### config.mk
export PLATFORM = sky130hd
export DESIGN_NAME = ym3438_timer_bank
export DESIGN_NICKNAME = d
export VERILOG_FILES = /design/src/rtl/ym3438_timer_bank.sv
export SDC_FILE = /design/constraint.sdc
export NUM_CORES = 1
export LEC_CHECK = 0
export BUFFER_PORTS_ARGS = -buffer_cell sky130_fd_sc_hd__buf_4
export CORE_MARGIN = 2
export CORE_UTILIZATION = 49
export DETAILED_ROUTE_END_ITERATION = 8
export PLACE_DENSITY = 0.76
export SYNTH_ARGS = -nofsm -noshare
export SYNTH_HDL_FRONTEND = slang
export SYNTH_SLANG_ARGS = --single-unit
### constraint.sdc
create_clock -name MCLK -period 2.1 [get_ports MCLK]
set_clock_uncertainty 0.15 [all_clocks]
set_input_delay 0 -clock MCLK [delete_from_list [all_inputs] [get_ports MCLK]]
set_output_delay 0 -clock MCLK [all_outputs]
set_load 0.005 [all_outputs]
### src/rtl/ym3438_timer_bank.sv
// YM3438-style timer bank: N independent prescaled up-counters with
// reload on overflow, one-shot/auto-reload modes and sticky flags.
module ym3438_timer_bank #(
    parameter int NUM_TIMERS = 2,
    parameter int CNT_WIDTH  = 10
) (
    input  logic                            MCLK,
    input  logic                            IC,
    input  logic                            tick,
    input  logic [NUM_TIMERS-1:0]           load,
    input  logic [NUM_TIMERS*CNT_WIDTH-1:0] load_val,
    input  logic [NUM_TIMERS*3-1:0]         pre_shift,
    input  logic [NUM_TIMERS-1:0]           one_shot,
    input  logic [NUM_TIMERS-1:0]           irq_en,
    input  logic [NUM_TIMERS-1:0]           clr_flag,
    output logic [NUM_TIMERS*CNT_WIDTH-1:0] cnt,
    output logic [NUM_TIMERS-1:0]           flag,
    output logic [NUM_TIMERS-1:0]           ovf_pulse,
    output logic                            irq
);

    typedef enum logic [1:0] {
        S_IDLE,
        S_RUN,
        S_HALT
    } state_t;

    for (genvar i = 0; i < NUM_TIMERS; i++) begin : g_tmr
        state_t               st_q;
        logic                 ld_q;
        logic [6:0]           pre_q;
        logic [CNT_WIDTH-1:0] cnt_q;
        logic                 flag_q;
        logic                 ovf_q;

        logic [CNT_WIDTH-1:0] lv;
        logic [2:0]           ps;
        logic [7:0]           lim;
        logic                 rise;
        logic                 stop;
        logic                 adv;
        logic                 step;
        logic                 wrap;
        logic                 set;

        assign lv   = load_val[i*CNT_WIDTH +: CNT_WIDTH];
        assign ps   = pre_shift[i*3 +: 3];
        assign lim  = (8'd1 << ps) - 8'd1;
        assign rise = load[i] & ~ld_q;
        assign stop = ~load[i] & (st_q != S_IDLE);
        // A start in the same cycle as a tick suppresses the count
        assign adv  = load[i] & ~rise & (st_q == S_RUN) & tick;
        assign step = adv & ({1'b0, pre_q} >= lim);
        assign wrap = step & (&cnt_q);
        assign set  = wrap & irq_en[i];

        always_ff @(posedge MCLK or negedge IC) begin
            if (!IC) begin
                st_q   <= S_IDLE;
                ld_q   <= 1'b0;
                pre_q  <= '0;
                cnt_q  <= '0;
                flag_q <= 1'b0;
                ovf_q  <= 1'b0;
            end else begin
                ld_q  <= load[i];
                ovf_q <= wrap;
                if (set) begin
                    flag_q <= 1'b1;
                end else if (clr_flag[i]) begin
                    flag_q <= 1'b0;
                end
                if (rise) begin
                    cnt_q <= lv;
                    pre_q <= '0;
                    st_q  <= S_RUN;
                end else if (stop) begin
                    pre_q <= '0;
                    st_q  <= S_IDLE;
                end else if (adv) begin
                    if (step) begin
                        pre_q <= '0;
                        if (wrap) begin
                            cnt_q <= lv;
                            if (one_shot[i]) begin
                                st_q <= S_HALT;
                            end
                        end else begin
                            cnt_q <= cnt_q + 1'b1;
                        end
                    end else begin
                        pre_q <= pre_q + 7'd1;
                    end
                end
            end
        end

        assign cnt[i*CNT_WIDTH +: CNT_WIDTH] = cnt_q;
        assign flag[i]      = flag_q;
        assign ovf_pulse[i] = ovf_q;
    end

    assign irq = |flag;

endmodule
* After elaboration in Yosys (flattened, before gate mapping)
Index checks and enable logic that the tools add are counted.
Cells by class: bitwise operators 22, multiplexer cells 34, equal/unequal tests 4, reduce and logical (&&, ||, !) cells 23, shift operators 2, $add $sub $neg 6, order comparisons 2
Operators by type and width (number):
- 2-to-1 mux 10 bit | 10
- 2-to-1 mux 7 bit | 8
- 2-to-1 mux 2 bit | 12
- nonzero test 3 bit | 8
- adder 10 x 1 -> 10 bit (second input constant) | 2
- AND reduction 10 bit | 2
- AND 1 bit | 16
- greater-or-equal comparator 7 x 8 -> 1 bit | 2
- nonzero test 2 bit | 8
- << shifter 1 x 3 -> 8 bit (first input constant) | 2
- subtractor 8 x 1 -> 8 bit (second input constant) | 2
- adder 7 x 1 -> 7 bit (second input constant) | 2
- AND reduction 4 bit | 2
- inverter 1 bit | 6
- AND reduction 3 bit | 2
- == test 2 x 1 -> 1 bit (second input constant) | 2
- 2-to-1 mux 1 bit | 4
- inequality test 2 bit (second input constant) | 2
- OR reduction 2 bit | 1
Word-level totals: input port bits 37, bits in registers 44, logic and storage cells 105, output and inout bits 25

* Logic depth before layout (Yosys ltp)
depth in word-level cells 13, mapped depth 9, gate-level depth less buffers 8

* Worst setup path after synthesis
Ideal clock, no wire load.
kind register to register, start point register g_tmr[0].pre_q[5], end point register g_tmr[0].cnt_q[0], path slack -0.174 ns, arrival 2.001 ns, stages on the path, launching flop included 9, data required time 1.827 ns, clock period less this slack 2.274 ns, path buffers 1, cells stage by stage dfrtp_1 > ha_1 > a21o_1 > a221o_1 > a31oi_4 > or2_1 > buf_6 > a21oi_2 > o221a_1
Between the ends: word-level cells in the longest chain between the ends 8, elaborated cells on any way between the ends 10, classes of those cells order compare: 1; mux: 5; bitwise: 2; reduce/logical: 2
Ends and longest elaborated chain:
- start: declaration | RTL line 31 | logic [6:0] pre_q;
- start signal: assignment | RTL line 92 | pre_q <= pre_q + 7'd1;
- greater-or-equal comparator 7 x 8 -> 1 bit * | RTL line 53 | assign step = adv & ({1'b0, pre_q} >= lim);
- AND 1 bit * | RTL line 53
- AND 1 bit | RTL line 54 | assign wrap = step & (&cnt_q);
- 2-to-1 mux 10 bit | RTL line 83 | if (wrap) begin
- 2-to-1 mux 10 bit | RTL line 81 | if (step) begin
- 2-to-1 mux 10 bit | RTL line 80 | end else if (adv) begin
- 2-to-1 mux 10 bit | RTL line 77 | end else if (stop) begin
- 2-to-1 mux 10 bit | RTL line 73 | if (rise) begin
- end signal: assignment | RTL line 74 | cnt_q <= lv;
- end signal: assignment | RTL line 84 | cnt_q <= lv;
- end signal: assignment | RTL line 89 | cnt_q <= cnt_q + 1'b1;
- end: declaration | RTL line 32 | logic [CNT_WIDTH-1:0] cnt_q;
Every way passes the cells marked *; elsewhere a longest branch is shown, timed or not. The select of a mux whose other input is x is not followed. A chain may end at the register's enable or synchronous reset.

* Worst setup path after layout
start point register g_tmr[1].pre_q[5], end point register g_tmr[1].cnt_q[6]
Between the ends: word-level cells in the longest chain between the ends 8, elaborated cells on any way between the ends 10, classes of those cells order compare: 1; mux: 5; bitwise: 2; reduce/logical: 2
Ends and longest elaborated chain (RTL line):
- start: declaration | 31
- start signal: assignment | 92
- greater-or-equal comparator 7 x 8 -> 1 bit * | 53
- AND 1 bit * | 53
- AND 1 bit | 54
- 2-to-1 mux 10 bit | 83
- 2-to-1 mux 10 bit | 81
- 2-to-1 mux 10 bit | 80
- 2-to-1 mux 10 bit | 77
- 2-to-1 mux 10 bit | 73
- end signal: assignment | 74
- end signal: assignment | 84
- end signal: assignment | 89
- end: declaration | 32
Marked as above.

==> impl_metrics.py <==
metrics = {
    "logic_synthesis": {
        "yosysSeqAreaShare_pct": 38.87,
        "yosys_register_bits": 44,
        "syn_area_sq_um": 2833,
        "synth-warning-count": 0,
        "synth-adder-area-share_pct": 7.951,
        "synth_cells": 310,
        "ys_types": 61,
        "synth-edff-count": 0,
        "syn_nets": 365,
        "muxShareOfSynthArea_pct": 0,
        "synth_top_family_by_area": "simple AND/OR/NAND/NOR gates",
        "synthArstFlopShare_pct": 100.0,
        "synth_compound_area_share_pct": 21.47,
        "synth_xor_area_share_pct": 3.092,
        "avgSynthCellArea_sq_um": 9.138,
        "synthSimpleGateAreaFrac_pct": 24.34,
        "synthFlopType": "dfrtp_1",
    },
    "floorplan": {
        "row_count": 27,
        "coreArea_sq_um": 5540,
        "die_w_um": 80.04,
        "fp.dieH_um": 80.04,
        "io_pins": 62,
        "start_util_pct": 51.13,
        "die_area_sq_um": 6406,
    },
    "setup_path": {
        "crit_fanout": 5,
        "reg2reg_slack_ns": -0.12,
        "required_ns": 2.18,
        "critPathLaunchType": "register",
        "endpoint_kind": "register",
        "arrival_ns": 2.30,
        "critical_path_class": "register to register",
    },
    "global_route": {
        "antenna_found_initial": 0,
        "grt_overflow_total": 0,
        "grt_pass1_wl_mm": 13.68,
        "grt_pass1_vias": 3038,
        "grt_usage_pct": 26.83,
        "grt_max_degree": 45,
    },
    "timing": {
        "rsz0062_at_grt": "true",
        "tightest_slew_ns": 0.5825,
        "min_period_ns": 2.217,
        "fmax_mhz": 451.0,
        "finalHoldViolations": 0,
        "min_period_over_period_pct": 105.6,
        "maxSlewHeadroom_pct": 61.17,
        "slew_viol_final": 0,
        "setup_slack_ns": -0.1173,
        "setup_viol": 26,
        "hold-worst-slack_ns": 0.09197,
    },
    "drt": {
        "drtPass1Iterations": 5,
        "post_drt_wl_per_cell_um": 16.02,
        "wl_mm": 8.489,
        "post_drt_via_cell_ratio": 5.730,
        "antenna_left": 0,
        "drc": 0,
        "num_vias": 3037,
        "drt-initial-drc-count": 129,
    },
    "power": {
        "power_leakage_uw": 0.002030,
        "irDropWorstVdd_mv": 0.3891,
        "power_density_nw_per_um2": 471.4,
    },
    "clock_tree": {
        "root_buffer": "clkbuf_8",
        "numCtsBuffers": 5,
        "clk_latency_ns": 0.30,
        "clk_pin_slew_ns": 0.09,
        "clock_path_buffers": 2,
        "ctsHtreeMaxLevel": 2,
        "cts_tree": "built",
        "cts_num_sinks": 44,
    },
    "finish": {
        "diodes": 0,
        "drive_gt1_share_pct": 39.52,
        "layout_common_cells": "117 x buf_4, 44 x dfrtp_1, 29 x dlygate4sd3_1",
        "nets": 512,
        "final_common_cell": "buf_4",
        "area_growth_syn_to_layout_pct": 57.33,
    },
    "status": {
        "violations": "negative setup slack",
        "status": "complete, but fails checks",
    },
    "run": {
        "max_cap_violations": 0,
    },
    "placed_design": {
        "gp_congestion": 0.8402,
        "io_buffer_count": 61,
        "hpwlAfterDp_mm": 5.789,
        "place_worst_setup_slack_ns": -0.2059,
    },
    "worst_hold_path": {
        "hp-class": "primary input to async pin",
    },
}
synth_stat cells (all sizes together), types with 3 or more instances:
| cell | n | area share [%] |
|---|---|---|
| a21oi | 13 | 2.4 |
| o22ai | 3 | 0.66 |
| nand3 | 22 | 3.9 |
| and3 | 9 | 2.2 |
| nand4 | 8 | 1.8 |
| or3 | 5 | 1.1 |
| o31ai | 8 | 2.6 |
| dfrtp | 44 | 39 |
| a31oi | 7 | 2.3 |
| a211oi | 3 | 0.79 |
| ha | 18 | 8.0 |
| nand2b | 9 | 2.3 |
| and4 | 3 | 0.93 |
| nand2 | 23 | 3.0 |
| a22o | 5 | 1.5 |
| a311oi | 3 | 0.93 |
| inv | 12 | 1.6 |
| buf | 10 | 2.3 |
| or2 | 3 | 0.66 |
| nor2 | 26 | 3.4 |
| nor2b | 7 | 1.5 |
| o21ai | 23 | 4.2 |
| nor3 | 6 | 1.2 |
| o211ai | 3 | 0.79 |
| clkbuf | 3 | 0.40 |
| xor2 | 6 | 1.9 |
| xnor2 | 4 | 1.2 |
power by group:
| group | internal (uW) | total [uW] | switching [uW] |
|---|---|---|---|
| Clock | 268 | 571 | 303 |
| Combinational | 311 | 567 | 256 |
| Sequential | 905 | 963 | 57.9 |
| Total | 1480 | 2100 | 617 |
critical path, cell delays in order (launching register included):
cell      delay, ns
dfrtp_1        0.42
ha_4           0.28
and3_4         0.20
o211ai_1       0.13
o21ai_4        0.22
buf_6          0.13
nand2_1        0.06
or4_1          0.48
nand3_1        0.09
worst paths after layout:
check	start	end	depth (start not counted)
max in group asynchronous	IC	g_tmr[1].flag_q$_DFFE_PN0P_	2
worst max-delay path	g_tmr[1].pre_q[5]$_DFFE_PN0N_	g_tmr[1].cnt_q[6]$_DFFE_PN0P_	8
worst max register to register	g_tmr[1].pre_q[5]$_DFFE_PN0N_	g_tmr[1].cnt_q[6]$_DFFE_PN0P_	8
min in group MCLK	tick	g_tmr[1].ovf_q$_DFF_PN0_	6
worst min register to register	g_tmr[0].flag_q$_DFFE_PN0P_	g_tmr[0].flag_q$_DFFE_PN0P_	1
worst min-delay path	IC	g_tmr[0].cnt_q[9]$_DFFE_PN0P_	2
area by class of cell:
class / instances / area (sq um)
clock buffers: 7 / 86.33
fillers: 372 / 1084
repair buffers: 153 / 1270
multi-input cells: 241 / 1857
well taps: 72 / 90.09
flip-flops and latches: 44 / 1101
inverters: 12 / 45.04
clock inverters: 1 / 7.507
what timing repair did:
action,4_1_cts,5_1_grt
buffers inserted,4,4
endpoints found under the hold margin,72,0
hold buffers,29,0
pin swaps,11,23
gates cloned,0,1
gates resized for setup,15,34
endpoints found under the setup margin,35,39
flip-flops by register name (all words and copies together) (netlist names):
signal,count
g_tmr.cnt_q,20
g_tmr.flag_q,2
g_tmr.ld_q,2
g_tmr.ovf_q,2
g_tmr.pre_q,14
g_tmr.st_q,4
cells by family (layout without fill, tap and decap cells):
| kind of cell | Yosys count | after routing |
|---|---|---|
| compound gates | 84 | 84 |
| xor+xnor | 10 | 10 |
| fa+ha+maj | 18 | 18 |
| buf+inv | 25 | 173 |
| flops | 44 | 44 |
| simple gates | 129 | 129 |
through the flow:
| stage | power, uW | setup TNS, ns | cells | area [sq um] | utilization (%) |
|---|---|---|---|---|---|
| floorplan | 1174 | -0.5946 | 310 | 2845 | - |
| global placement | 1435 | -1.505 | 484 | 3732 | 67.37 |
| detailed placement | 1454 | -2.869 | 484 | 3732 | 67.37 |
| CTS | 2071 | -2.011 | 525 | 4247 | 76.65 |
| global route | 2202 | -4.040 | 530 | 4457 | 80.44 |
| finish | 2101 | -1.482 | 530 | 4457 | 80.44 |
layer usage:
metal,wire length (um),up-vias,GRT usage [%]
li1,-,1443,-
met1,3333,1463,32.25
met2,4589,111,50.33
met3,415,20,3.620
met4,150,0,6.102
met5,0,-,0
Power figures use the tool's default switching activity.
